### config.mk
export PLATFORM = sky130hd
export DESIGN_NAME = uart_eep_cmd_parser
export DESIGN_NICKNAME = d
export VERILOG_FILES = /design/src/rtl/uart_eep_cmd_parser.sv
export SDC_FILE = /design/constraint.sdc
export NUM_CORES = 1
export LEC_CHECK = 0
export ABC_CLOCK_PERIOD_IN_PS = 6050
export CAP_MARGIN = 20
export CORE_ASPECT_RATIO = 1.1
export CORE_MARGIN = 2
export CORE_UTILIZATION = 35
export DETAILED_ROUTE_END_ITERATION = 7
export SLEW_MARGIN = 0
export SYNTH_ARGS = -nofsm -noshare
export SYNTH_HDL_FRONTEND = slang
export SYNTH_SLANG_ARGS = --single-unit
### constraint.sdc
create_clock -name Clk -period 6.05 [get_ports Clk]
set_input_delay 0.605 -clock Clk [delete_from_list [all_inputs] [get_ports Clk]]
set_output_delay 0.605 -clock Clk [all_outputs]
set_load 0.005 [all_outputs]
### src/rtl/uart_eep_cmd_parser.sv
// Command-framing stage between the UART and the I2C EEPROM byte controller.
// It collects HDR/CMD/ADDR_H/ADDR_L/LEN (and the write payload) from the UART,
// then issues one EEPROM byte request at a time with an auto-incrementing address.
// Read bytes, or a single ack byte after a write, are sent back to the UART.
module uart_eep_cmd_parser #(
    parameter int unsigned MAX_LEN     = 16,
    parameter int unsigned TIMEOUT_CYC = 50_000_000,
    parameter logic [7:0]  HDR_BYTE    = 8'h55,
    parameter logic [7:0]  WR_ACK_BYTE = 8'hAA
) (
    input  logic        Clk,
    input  logic        Rst_n,
    input  logic [7:0]  Rx_data,
    input  logic        Rx_done,
    output logic [7:0]  Tx_data,
    output logic        Tx_start,
    input  logic        Tx_done,
    output logic        Eep_wr_req,
    output logic        Eep_rd_req,
    output logic [15:0] Eep_addr,
    output logic [7:0]  Eep_wr_data,
    input  logic [7:0]  Eep_rd_data,
    input  logic        Eep_ack,
    output logic        Busy,
    output logic        Err
);

    localparam int unsigned BW = (MAX_LEN > 1) ? $clog2(MAX_LEN) : 1;
    localparam int unsigned CW = (TIMEOUT_CYC > 1) ? $clog2(TIMEOUT_CYC) : 1;

    typedef enum logic [3:0] {
        S_IDLE,
        S_GET_CMD,
        S_GET_AH,
        S_GET_AL,
        S_GET_LEN,
        S_GET_DATA,
        S_WR_REQ,
        S_WR_ACKTX,
        S_RD_REQ,
        S_RD_TX,
        S_DONE
    } state_t;

    state_t          state_q, state_d;
    logic            is_rd_q, is_rd_d;
    logic [15:0]     addr_q, addr_d;
    logic [8:0]      len_q, len_d;
    logic [8:0]      idx_q, idx_d;
    logic [CW-1:0]   cnt_q, cnt_d;
    logic            err_q, err_d;
    logic            gap_q, gap_d;
    logic            sent_q, sent_d;
    logic [7:0]      rd_byte_q, rd_byte_d;
    logic [7:0]      buf_q [MAX_LEN];
    logic            buf_we;
    logic [8:0]      idx_inc;
    logic            idx_last;
    logic            in_rx;
    logic            in_exec;

    assign idx_inc  = idx_q + 9'd1;
    assign idx_last = (idx_inc == len_q);
    assign in_rx    = state_q inside {S_GET_CMD, S_GET_AH, S_GET_AL, S_GET_LEN, S_GET_DATA};
    assign in_exec  = state_q inside {S_WR_REQ, S_WR_ACKTX, S_RD_REQ, S_RD_TX, S_DONE};

    // State and datapath registers with synchronous active-low reset
    always_ff @(posedge Clk) begin
        if (!Rst_n) begin
            state_q   <= S_IDLE;
            is_rd_q   <= 1'b0;
            addr_q    <= '0;
            len_q     <= '0;
            idx_q     <= '0;
            cnt_q     <= '0;
            err_q     <= 1'b0;
            gap_q     <= 1'b0;
            sent_q    <= 1'b0;
            rd_byte_q <= '0;
        end else begin
            state_q   <= state_d;
            is_rd_q   <= is_rd_d;
            addr_q    <= addr_d;
            len_q     <= len_d;
            idx_q     <= idx_d;
            cnt_q     <= cnt_d;
            err_q     <= err_d;
            gap_q     <= gap_d;
            sent_q    <= sent_d;
            rd_byte_q <= rd_byte_d;
        end
    end

    // Payload buffer; contents need no reset since the index gates every read
    always_ff @(posedge Clk) begin
        if (buf_we) begin
            buf_q[idx_q[BW-1:0]] <= Rx_data;
        end
    end

    // Next-state logic: frame reception, timeout and one-at-a-time execution
    always_comb begin
        state_d   = state_q;
        is_rd_d   = is_rd_q;
        addr_d    = addr_q;
        len_d     = len_q;
        idx_d     = idx_q;
        cnt_d     = '0;
        err_d     = 1'b0;
        gap_d     = gap_q;
        sent_d    = sent_q;
        rd_byte_d = rd_byte_q;
        buf_we    = 1'b0;

        case (state_q)
            S_IDLE: begin
                if (Rx_done && (Rx_data == HDR_BYTE)) begin
                    state_d = S_GET_CMD;
                end
            end
            S_GET_CMD: begin
                if (Rx_done) begin
                    if ((Rx_data == 8'h01) || (Rx_data == 8'h02)) begin
                        is_rd_d = (Rx_data == 8'h02);
                        state_d = S_GET_AH;
                    end else begin
                        err_d   = 1'b1;
                        state_d = S_IDLE;
                    end
                end
            end
            S_GET_AH: begin
                if (Rx_done) begin
                    addr_d[15:8] = Rx_data;
                    state_d      = S_GET_AL;
                end
            end
            S_GET_AL: begin
                if (Rx_done) begin
                    addr_d[7:0] = Rx_data;
                    state_d     = S_GET_LEN;
                end
            end
            S_GET_LEN: begin
                if (Rx_done) begin
                    if ((Rx_data == 8'h00) || ({1'b0, Rx_data} > 9'(MAX_LEN))) begin
                        err_d   = 1'b1;
                        state_d = S_IDLE;
                    end else begin
                        len_d   = {1'b0, Rx_data};
                        idx_d   = '0;
                        sent_d  = 1'b0;
                        state_d = is_rd_q ? S_RD_REQ : S_GET_DATA;
                    end
                end
            end
            S_GET_DATA: begin
                if (Rx_done) begin
                    buf_we = 1'b1;
                    if (idx_last) begin
                        idx_d   = '0;
                        gap_d   = 1'b0;
                        state_d = S_WR_REQ;
                    end else begin
                        idx_d = idx_inc;
                    end
                end
            end
            S_WR_REQ: begin
                // gap_q forces one idle request cycle between consecutive writes
                if (gap_q) begin
                    gap_d = 1'b0;
                end else if (Eep_ack) begin
                    addr_d = addr_q + 16'd1;
                    if (idx_last) begin
                        sent_d  = 1'b0;
                        state_d = S_WR_ACKTX;
                    end else begin
                        idx_d = idx_inc;
                        gap_d = 1'b1;
                    end
                end
            end
            S_WR_ACKTX: begin
                if (!sent_q) begin
                    sent_d = 1'b1;
                end else if (Tx_done) begin
                    state_d = S_DONE;
                end
            end
            S_RD_REQ: begin
                if (Eep_ack) begin
                    rd_byte_d = Eep_rd_data;
                    sent_d    = 1'b0;
                    state_d   = S_RD_TX;
                end
            end
            S_RD_TX: begin
                if (!sent_q) begin
                    sent_d = 1'b1;
                end else if (Tx_done) begin
                    addr_d = addr_q + 16'd1;
                    if (idx_last) begin
                        state_d = S_DONE;
                    end else begin
                        idx_d   = idx_inc;
                        state_d = S_RD_REQ;
                    end
                end
            end
            S_DONE: begin
                state_d = S_IDLE;
            end
            default: begin
                state_d = S_IDLE;
            end
        endcase

        // A received byte always restarts the inter-byte timer, even on expiry
        if (in_rx && !Rx_done) begin
            if (cnt_q == CW'(TIMEOUT_CYC - 1)) begin
                err_d   = 1'b1;
                state_d = S_IDLE;
            end else begin
                cnt_d = cnt_q + 1'b1;
            end
        end

        if (in_exec && Rx_done) begin
            err_d = 1'b1;
        end
    end

    // Output decode from registered state
    always_comb begin
        Eep_wr_req  = (state_q == S_WR_REQ) && !gap_q;
        Eep_rd_req  = (state_q == S_RD_REQ);
        Eep_addr    = addr_q;
        Eep_wr_data = '0;
        Tx_start    = 1'b0;
        Tx_data     = '0;
        Busy        = in_exec;
        Err         = err_q;
        if (Eep_wr_req) begin
            Eep_wr_data = buf_q[idx_q[BW-1:0]];
        end
        if (state_q == S_WR_ACKTX) begin
            Tx_start = !sent_q;
            Tx_data  = WR_ACK_BYTE;
        end else if (state_q == S_RD_TX) begin
            Tx_start = !sent_q;
            Tx_data  = rd_byte_q;
        end
    end

endmodule

# Word level (Yosys, flattened, before mapping)
# Memory sizes are Yosys's and may differ from the RTL's. A register that Yosys moved wholly into a read port is not among the register bits.
# Cells that the tools add are included.
[word_totals]
mem_count = 1
input_bits = 21
mem_bits_rw = 128
ff_bits = 75
word_cells = 144
out_inout_bits = 37
[mem_list]
columns = ["memory", "words", "word_bits", "rd", "rd_ports_with_merged_regs", "write_ports", "line_no", "source"]
rows = [
  ["buf_q", 16, 8, 1, 1, 1, "55", "logic [7:0] buf_q [MAX_LEN];"],
]
[op_classes]
n_addsub = 3
magnitude_cmp = 1
bitwise = 3
eq_ne = 27
mux = 70
n_reduce_logical = 28
[ops]
columns = ["cell", "count"]
rows = [
  ["4-bit two-way mux", 21],
  ["9-bit two-way mux", 9],
  ["16-bit two-way mux", 4],
  ["8-bit one-hot mux with 3 select lines", 2],
  ["4-bit one-hot mux with 10 select lines", 1],
  ["9-bit one-hot mux with 4 select lines", 1],
  ["8-bit two-way mux", 4],
  ["26-bit by 1-bit adder with 26-bit output, second input constant", 1],
  ["26-bit == test, second input constant", 1],
  ["1-bit two-way mux", 23],
  ["2-bit inequality test, second input constant", 11],
  ["16-bit by 1-bit adder with 16-bit output, second input constant", 1],
  ["4-bit by 3-bit == test with 1-bit output, second input constant", 4],
  ["4-bit == test, second input constant", 3],
  ["6-bit AND reduction", 2],
  ["5-bit nonzero test", 2],
  ["9-bit by 1-bit adder with 9-bit output, second input constant", 1],
  ["9-bit by 8-bit == test with 1-bit output", 1],
  ["3-bit AND reduction", 3],
  ["4-bit by 2-bit == test with 1-bit output, second input constant", 2],
  ["8-bit by 1-bit == test with 1-bit output, second input constant", 1],
  ["8-bit by 2-bit == test with 1-bit output, second input constant", 1],
  ["8-bit by 7-bit == test with 1-bit output, second input constant", 1],
  ["8-bit by 5-bit > comparator with 1-bit output, second input constant", 1],
  ["other kinds (19)", 31],
]

# Logic depth before layout (Yosys ltp)
# Gate-level depths: netlist (run 1).
[depth]
ltp_word = 8
mapped_depth = 15
mapped_depth_nobuf = 13

# Worst setup path after synthesis (run 1)
# No wires, ideal clock.
[synth_timing]
kind = "reg-to-reg"
start = "register idx_q[0]"
end = "register (tool-made name)"
setup_slack_ps = 3201
n_path_buf = 2
path_stages_with_launch = 15
arrival_time_ps = 2752
t_required_ps = 5953
synth_period_minus_slack_ps = 2849
setup_time_ps = 97
path_cell_list = "dfxtp_1 ha_1 buf_2 and4_4 a211o_1 a2111o_1 a211oi_2 buf_6 inv_2 ha_1 nor2_1 a21oi_1 o22ai_1 nor2_1 a211oi_1"
[synth_lines]
columns = ["element", "line_no", "source"]
rows = [
  ["start: declaration", "49", "logic [8:0] idx_q, idx_d;"],
  ["start signal: assignment", "85", "idx_q <= idx_d;"],
]

==> results of run 1 <==
## synthesized netlist by cell type (7+ instances only)
| cell type | n |
|---|---|
| edfxtp_1 | 128 |
| nor2_1 | 85 |
| dfxtp_1 | 79 |
| nand2_1 | 58 |
| a21oi_1 | 47 |
| mux4_2 | 32 |
| nand3_1 | 29 |
| clkbuf_1 | 27 |
| o21ai_0 | 26 |
| a211oi_1 | 24 |
| xor2_1 | 20 |
| and3_1 | 15 |
| nor2b_1 | 14 |
| nor3_1 | 14 |
| xnor2_1 | 14 |
| inv_1 | 12 |
| nand4_1 | 12 |
| nand2b_1 | 10 |
| and2_1 | 9 |
| mux2i_1 | 9 |
| buf_2 | 8 |
| a21o_1 | 7 |
| ha_1 | 7 |
| nor4_1 | 7 |
## path summary, 6_finish.rpt
| check | start | end |
|---|---|---|
| setup / recovery | flop | Eep_wr_data[0] |
| hold reg to reg | rd_byte_q[4]$_SDFFE_PN0P_ | rd_byte_q[4]$_SDFFE_PN0P_ |
| hold / removal | rd_byte_q[4]$_SDFFE_PN0P_ | rd_byte_q[4]$_SDFFE_PN0P_ |
| setup reg to reg | idx_q[3]$_SDFFE_PN0P_ | flop |
## per-stage QoR
step           instance area [µm²]  std cells  setup WS, ns
2_1_floorplan                 9269        773         3.201
3_3_place_gp                 10210       1155         2.645
3_5_place_dp                 10210       1155         2.655
4_1_cts                      10920       1193         2.303
5_1_grt                      10930       1194         2.246
6_report                     10930       1194         2.384
## worst register-to-register path: stages, from the launching register on
cell,delay [ns]
dfxtp_1,0.67
and4_4,0.33
nand4_1,0.18
o32a_1,0.42
a211oi_2,0.77
inv_2,0.08
ha_1,0.31
nor2_1,0.11
a21oi_1,0.05
o22ai_1,0.12
nor2_1,0.06
a211oi_1,0.23
## layout make-up
class | instances | share of cell area
clock buffer | 28 | 0.05519
clock inverter | 10 | 0.009847
inverter | 14 | 0.004809
multi-input combinational | 508 | 0.3287
sequential | 207 | 0.4966
tap | 352 | 0.04030
timing repair buffer | 75 | 0.06458
## cells by family (layout without fill, tap and decap cells)
family	after synthesis	after routing	synth area share
compound gates	151	151	0.1077
flops	207	207	0.5853
mux	41	41	0.08747
simple gates	274	274	0.1482
buf+inv	58	127	0.02713
fa+ha+maj	7	7	0.009449
xor+xnor	35	35	0.03469
## metal layers
layer  part of all wire  GRT usage  vias to the layer above
li1                   -          -                     3009
met1               0.46     0.1997                     3069
met2               0.48     0.2457                      161
met3              0.046    0.02326                       30
met4              0.020    0.03674                        0
met5                  0          0                        -
## registers in the layout (all words and copies together), names as in the netlist, named ones only
register and count:
buf_q 128, cnt_q 26, Eep_addr 16, idx_q 9
len_q 8, rd_byte_q 8, state_q 4, Err 1
gap_q 1, is_rd_q 1, sent_q 1
## power by group
group	switching, W	internal (W)	leakage [nW]	total [W]
registers	0.0000000492	0.00150	1.79	0.00150
logic	0.0000356	0.0000199	1.32	0.0000555
clock network	0.000531	0.000787	0.352	0.00132
==> flow_metrics.py, run 1 <==
metrics = {
    "global_route": {
        "grt_usage": 0.1465,
        "antenna_found_initial": 0,
        "grt_max_degree": 33,
        "grt_pass1_wl_um": 32860,
        "grt_overflow": 0,
        "grt_pass1_vias": 6016,
    },
    "floorplan": {
        "die_x_um": 159.2,
        "dieArea_um2": 27800,
        "initial_core_util": 0.3556,
        "fp.coreArea_um2": 26070,
        "io_pins": 58,
        "dieHeight_um": 174.7,
        "rows": 62,
    },
    "yosys": {
        "synth_fp_nets": 801,
        "synth_top_area_frac": 0.4147,
        "synth_area_leaders": "edfxtp_1, dfxtp_1, mux4_2, nor2_1, a21oi_1",
        "async_flop_share": 0,
        "netlist_area_um2": 9269,
        "yosys_register_bits": 207,
        "synth_ff_type": "edfxtp_1",
        "yosysWarnings": 0,
        "synth_seq_area_share": 0.5853,
        "synth_edf_count": 128,
        "synth_area_per_cell_um2": 11.99,
        "synth_top_cell_by_area": "edfxtp_1",
        "synth_cell_types": 68,
        "synth_cells": 773,
    },
    "placed_design": {
        "io_buffers": 57,
        "dpl.hpwl_um": 13170,
        "place_congestion": 0.8204,
    },
    "drt": {
        "num_vias": 6269,
        "drt-initial-drc-count": 489,
        "viasPerCell": 5.250,
        "wl_per_cell_um": 17.25,
        "ant_nets": 0,
        "first_pass_iters": 5,
        "finalWirelength_um": 20590,
        "drc_errors": 0,
    },
    "power": {
        "power.total_w": 0.002869,
        "vdd_ir_drop_max_mv": 0.1470,
        "p_leak_nw": 3.456,
        "p_per_area_nw_per_um2": 262.5,
    },
    "worst_setup_path": {
        "path_depth": 6,
        "critical_path_class": "flop to output port",
        "cp_num_buf_inv": 2,
        "required_ns": 5.44,
        "path_cells": "buf_4, mux4_2, nor2b_1, a211oi_1, a211oi_1, clkdlybuf4s50_1",
        "slowest_stage": "mux4_2",
        "path_common_cell": "a211oi_1",
        "regToRegSetupSlack_ns": 2.61,
        "end_kind": "output port",
        "ff2ff_path_depth": 11,
        "cp_top_family": "buffers and inverters",
        "cp-start-kind": "flop",
        "slowest_delay_ns": 0.57,
        "crit_fanout": 32,
        "arrival_ns": 3.06,
    },
    "job": {
        "maxCapViolCount": 0,
    },
    "clock_network": {
        "cts_setup_buffers": 0,
        "clk_latency_ns": 0.51,
        "cts_hold_buffers": 0,
        "cts_buffer_depth": 3,
        "cts_buffers": 22,
        "clk_pin_slew_worst_paths_ns": 0.06,
        "ctsRootBufferMaster": "clkbuf_16",
        "cts_tree": "yes",
        "htreeDepth": 1,
        "cts_resized": 0,
        "cts_sinks": 207,
    },
    "hold_path": {
        "holdPathStages": 2,
        "min_path_type": "flop to flop",
    },
    "sta": {
        "finalCritPeriodShare": 0.6060,
        "fmax_ghz": 0.2728,
        "hold_ws_ns": 0.4507,
        "slew_viol_final": 0,
        "slew_headroom": 0.3139,
        "hold_viol_final": 0,
        "tightest_slew_ns": 1.026,
        "tns_ns": 0,
        "rsz0062_at_grt": "false",
        "layout_min_cycle_time_ns": 3.666,
        "final.setup_skew_ns": 0.01851,
        "setup_viol": 0,
    },
    "finish": {
        "final_core_util": 0.4193,
        "fillers": 2487,
        "register_area_um2": 5426,
        "final_common_cell": "edfxtp_1",
        "multi_input_area_um2": 3592,
        "diodes": 0,
        "drive_gt1_frac": 0.1176,
        "final_cell_mix": "edfxtp_1, nor2_1, dfxtp_1, nand2_1, clkdlybuf4s50_1",
        "fin_nets": 856,
        "area_growth_pct": 17.90,
    },
    "status": {
        "status": "finished, final reports clean",
    },
}
Power figures use the tool's default switching activity.
==> run 2: changes to the inputs <==
ABC_CLOCK_PERIOD_IN_PS = 3700   (was 6050)
clock period = 3.7 ns   (was 6.05 ns; I/O delays follow)
==> run 2 against run 1 <==
  * Core utilization is 1.0 points higher
  * Combinational power is 73% higher
  * Cell area is 2.4% higher
  * Die area stayed put
  * Critical endpoint unchanged
  * Largest cell class unchanged
  * Highest routed layer unchanged
==> flow_metrics.py, run 2 (synthesized netlist as in run 1, its figures left out) <==
metrics = {
    "finish": {
        "final_common_cell": "edfxtp_1",
        "diodes": 0,
        "design_area_um2": 11190,
        "largest_reg_flops": 128,
        "final_cell_mix": "edfxtp_1, nor2_1, dfxtp_1, nand2_1, clkdlybuf4s50_1",
        "drive_gt1_frac": 0.1424,
        "area_growth_pct": 20.76,
        "fin_nets": 875,
        "final_cells": 1216,
    },
    "hold_path": {
        "min_path_type": "input pin to flop",
        "holdPathStages": 3,
    },
    "drt": {
        "num_vias": 6317,
        "wl_per_cell_um": 17.48,
        "drt-initial-drc-count": 544,
        "ant_nets": 0,
        "drc_errors": 0,
        "finalWirelength_um": 21250,
        "viasPerCell": 5.195,
        "first_pass_iters": 5,
    },
    "placed_design": {
        "placed_cells": 1174,
        "place_congestion": 0.8324,
        "io_buffers": 57,
        "dpl_cell_area_um2": 10360,
        "place_ws_ns": 0.7347,
        "dpl.hpwl_um": 14030,
    },
    "clock_network": {
        "ctsRootBufferMaster": "clkbuf_16",
        "cts_resized": 0,
        "cts_tree": "yes",
        "cts_buffers": 23,
        "cts_setup_buffers": 0,
        "cts_hold_buffers": 0,
        "clk_latency_ns": 0.52,
        "clk_pin_slew_worst_paths_ns": 0.06,
        "cts_buffer_depth": 3,
        "htreeDepth": 1,
        "cts_sinks": 207,
    },
    "worst_setup_path": {
        "end_kind": "output port",
        "crit_fanout": 13,
        "path_cells": "mux4_2, nor2b_1, a211oi_1, a211oi_1, clkdlybuf4s50_1",
        "cp_num_buf_inv": 1,
        "slowest_delay_ns": 0.65,
        "slowest_stage": "dfxtp_2",
        "cp-start-kind": "flop",
        "path_common_cell": "a211oi_1",
        "critical_path_class": "flop to output port",
        "cp_top_family": "flip-flops",
        "required_ns": 3.33,
        "arrival_ns": 2.91,
        "path_depth": 5,
        "ff2ff_path_depth": 12,
    },
    "sta": {
        "tightest_slew_ns": 0.9994,
        "setup_viol": 0,
        "slew_viol_final": 0,
        "fmax_ghz": 0.3048,
        "hold_viol_final": 0,
        "tns_ns": 0,
        "final.setup_skew_ns": 0.01111,
        "layout_min_cycle_time_ns": 3.281,
        "hold_ws_ns": 0.4084,
        "slew_headroom": 0.3292,
        "setup_ws_ns": 0.4195,
        "rsz0062_at_grt": "false",
        "finalCritPeriodShare": 0.8866,
    },
    "power": {
        "vdd_ir_drop_max_mv": 0.3383,
        "p_leak_nw": 3.609,
        "p_per_area_nw_per_um2": 445.7,
    },
    "floorplan": {
        "io_pins": 58,
        "fp.coreArea_um2": 26070,
        "rows": 62,
        "dieArea_um2": 27800,
        "die_x_um": 159.2,
        "initial_core_util": 0.3556,
        "dieHeight_um": 174.7,
    },
    "global_route": {
        "grt_usage": 0.1510,
        "grt_overflow": 0,
        "grt_max_degree": 27,
        "antenna_found_initial": 0,
        "grt_pass1_vias": 6037,
        "grt_pass1_wl_um": 33700,
    },
    "job": {
        "maxCapViolCount": 0,
    },
    "status": {
        "status": "finished, final reports clean",
    },
}
## run 2: cell count changes in the layout (fill, tap and decap cells not counted), sizes merged
cell      delta
buf         +18
clkinv       -4
clkbuf       +3
bufinv       +2
clkinvlp     +1
inv          +2
## run 2: worst reg2reg max path: cells and delay by family (launching register included)
family,cells,cell delay (ns)
compound gates,6,1.25
fa+ha+maj,2,0.67
flops,1,0.46
simple gates,3,0.43
buf+inv,1,0.07
## run 2: stage by stage
stage               power, W    util
floorplan           0.002520       -
global placement    0.002591  0.3977
detailed placement  0.002591  0.3977
CTS                 0.005047  0.4294
global route        0.005141  0.4294
finish              0.004988  0.4294
## run 2: layer usage
metal,vias to the layer above,GRT usage,part of all wire
met4,0,0.02955,0.014
met1,3099,0.2088,0.46
li1,3058,-,-
met5,-,0,0
met2,136,0.2527,0.49
met3,24,0.02516,0.038
## run 2: layout make-up
cell class / count / area (µm²)
multi-input combinational: 508 / 3592
clock buffer: 31 / 655.6
timing repair buffer: 93 / 853.3
inverter: 14 / 52.55
sequential: 207 / 5426
tap: 352 / 440.4
clock inverter: 11 / 172.7
fill: 2473 / 14870
## run 2: final timing paths
check                                 start                        end  slack (ns)
setup / recovery                       flop             Eep_wr_data[0]        0.42
hold / removal               Eep_rd_data[3]  rd_byte_q[3]$_SDFFE_PN0P_        0.41
setup reg to reg      idx_q[1]$_SDFFE_PN0P_      idx_q[0]$_SDFFE_PN0P_        0.71
hold reg to reg   rd_byte_q[4]$_SDFFE_PN0P_  rd_byte_q[4]$_SDFFE_PN0P_        0.45
## run 2: where the power goes
group          leakage (nW)  switching (W)  internal, W
clock network         0.407       0.000917      0.00153
registers              1.79   0.0000000822      0.00244
logic                  1.42      0.0000614    0.0000345
total                  3.61       0.000979      0.00401
==> run 3: changes to the inputs <==
CORE_MARGIN = not set   (was 2)
CORE_UTILIZATION = 40   (was 35)
==> run 3 against run 2 <==
  * Power shrank 3.5%
  * Highest routed layer unchanged
  * Non-clock buffer count shrank 2
  * Sequential share of layout area grew 0.74 points
  * Clock power shrank 7%
  * Register-to-register slack lost 0.10 ns
  * Die area shrank 14%
  * Clock skew grew 0.0084 ns
  * Cell area shrank 1.5%
  * Hold slack gained 0.0011 ns
  * Wire length shrank 0.40%
  * Sequential power is essentially flat
  * Critical endpoint is now Eep_wr_data[1]
  * Critical path depth grew 1
==> flow_metrics.py, run 3 (synthesized netlist as in run 1, its figures left out) <==
metrics = {
    "placed_design": {
        "dpl_cell_area_um2": 10260,
        "place_congestion": 0.8550,
        "io_buffers": 57,
        "place_ws_ns": 0.6183,
        "dpl.hpwl_um": 13980,
    },
    "finish": {
        "design_area_um2": 11020,
        "drive_gt1_frac": 0.1381,
        "fin_nets": 873,
        "final_cell_mix": "edfxtp_1, nor2_1, dfxtp_1, nand2_1, clkdlybuf4s50_1",
        "final_common_cell": "edfxtp_1",
        "fillers": 2077,
        "diodes": 0,
        "largest_reg_flops": 128,
        "area_growth_pct": 18.94,
    },
    "clock_network": {
        "htreeDepth": 1,
        "cts_buffers": 23,
        "ctsRootBufferMaster": "clkbuf_16",
        "cts_sinks": 207,
        "clk_latency_ns": 0.51,
        "cts_tree": "yes",
        "cts_hold_buffers": 0,
        "cts_buffer_depth": 3,
        "cts_resized": 0,
        "clk_pin_slew_worst_paths_ns": 0.06,
        "cts_setup_buffers": 0,
    },
    "sta": {
        "slew_headroom": 0.3312,
        "rsz0062_at_grt": "false",
        "hold_ws_ns": 0.4095,
        "final.setup_skew_ns": 0.01952,
        "tns_ns": 0,
        "slew_viol_final": 0,
        "setup_ws_ns": 0.3007,
        "tightest_slew_ns": 0.9995,
        "hold_viol_final": 0,
        "finalCritPeriodShare": 0.9187,
        "fmax_ghz": 0.2942,
        "layout_min_cycle_time_ns": 3.399,
        "setup_viol": 0,
    },
    "global_route": {
        "grt_usage": 0.1808,
        "grt_overflow": 0,
        "grt_max_degree": 27,
        "grt_pass1_wl_um": 33740,
        "antenna_found_initial": 0,
        "grt_pass1_vias": 6069,
    },
    "floorplan": {
        "fp.coreArea_um2": 22790,
        "dieArea_um2": 23790,
        "io_pins": 58,
        "dieHeight_um": 161.7,
        "die_x_um": 147.1,
        "rows": 58,
        "initial_core_util": 0.4068,
    },
    "worst_setup_path": {
        "required_ns": 3.33,
        "slowest_delay_ns": 0.52,
        "crit_fanout": 15,
        "endpoint": "Eep_wr_data[1]",
        "path_cells": "buf_4, buf_4, mux4_2, mux2i_1, a211oi_1, clkdlybuf4s50_1",
        "slowest_stage": "dfxtp_2",
        "critical_path_class": "flop to output port",
        "arrival_ns": 3.03,
        "path_common_cell": "buf_4",
        "regToRegSetupSlack_ns": 0.61,
        "end_kind": "output port",
        "cp-start-kind": "flop",
        "reg2reg_from": "idx_q[0]$_SDFFE_PN0P_",
        "ff2ff_path_depth": 12,
    },
    "power": {
        "sw_frac_of_total": 0.2021,
        "cell_internal_pwr_w": 0.003840,
        "p_per_area_nw_per_um2": 436.5,
        "p_clk_frac": 0.472,
        "p_leak_nw": 3.564,
        "seqPwrFrac": 0.508,
        "vdd_ir_drop_max_mv": 0.3455,
        "power.net_switching_w": 0.0009726,
        "p_comb_frac": 0.020,
    },
    "drt": {
        "wl_per_cell_um": 18.21,
        "first_pass_iters": 5,
        "drt-initial-drc-count": 372,
        "finalWirelength_um": 21170,
        "num_vias": 6283,
        "drc_errors": 0,
        "viasPerCell": 5.407,
        "ant_nets": 0,
    },
    "hold_path": {
        "min_path_type": "input pin to flop",
    },
    "status": {
        "status": "finished, final reports clean",
    },
    "job": {
        "maxCapViolCount": 0,
    },
}
==> run 3: cell count changes in the layout (fill, tap and decap cells not counted), sizes merged <==
cell      change
buf           -2
bufinv        -1
clkbuf        -4
clkinv        +6
clkinvlp      -1
==> run 3: area by class of cell <==
type / instances / area [µm²] / area share
clock buffers: 27 / 590.6 / 0.05357
clock inverters: 15 / 161.4 / 0.01464
inverters: 14 / 52.55 / 0.004767
multi-input cells: 508 / 3592 / 0.3258
flip-flops and latches: 207 / 5426 / 0.4922
well taps: 300 / 375.4 / 0.03405
repair buffers: 91 / 825.8 / 0.07491
==> run 3: power by group through the flow <==
stage | Clock, W | Sequential (W) | Combinational [W]
after global routing | 0.00242 | 0.00244 | 0.000105
after floorplan | 0 | 0.00250 | 0.0000252
after CTS | 0.00232 | 0.00244 | 0.0000980
after detailed placement | 0 | 0.00249 | 0.0000976
after global placement | 0 | 0.00249 | 0.0000975
final | 0.00227 | 0.00244 | 0.0000970
==> run 3: worst min-delay path by stage <==
| stage | startpoint | endpoint | slack [ns] | cells after the start |
|---|---|---|---|---|
| floorplan | rd_byte_q[0]$_SDFFE_PN0P_ | rd_byte_q[0]$_SDFFE_PN0P_ | 0.43 | 2 |
| global placement | rd_byte_q[0]$_SDFFE_PN0P_ | rd_byte_q[0]$_SDFFE_PN0P_ | 0.44 | 2 |
| detailed placement | rd_byte_q[0]$_SDFFE_PN0P_ | rd_byte_q[0]$_SDFFE_PN0P_ | 0.44 | 2 |
| CTS | Eep_rd_data[5] | rd_byte_q[5]$_SDFFE_PN0P_ | 0.39 | 3 |
| global route | Eep_rd_data[0] | rd_byte_q[0]$_SDFFE_PN0P_ | 0.43 | 3 |
| finish | Eep_rd_data[3] | rd_byte_q[3]$_SDFFE_PN0P_ | 0.41 | 3 |
==> run 3: through the flow <==
step	power [W]	std cells	utilization
floorplan	0.002520	773	-
global placement	0.002592	1119	0.4505
detailed placement	0.002592	1119	0.4505
CTS	0.004864	1161	0.4835
global route	0.004965	1162	0.4838
finish	0.004812	1162	0.4838
==> run 3: per-layer routing <==
layer / vias up / track usage / part of all wire
li1: 3047 / - / -
met1: 3059 / 0.2460 / 0.47
met2: 153 / 0.3010 / 0.47
met3: 24 / 0.03118 / 0.048
met4: 0 / 0.04358 / 0.014
met5: - / 0 / 0
==> run 3: worst max-delay path: cells and delay by family (launching register included) <==
| kind | cells | cell delay, ns |
|---|---|---|
| compound gates | 1 | 0.12 |
| buf+inv | 3 | 1.15 |
| flops | 1 | 0.52 |
| mux | 2 | 0.71 |
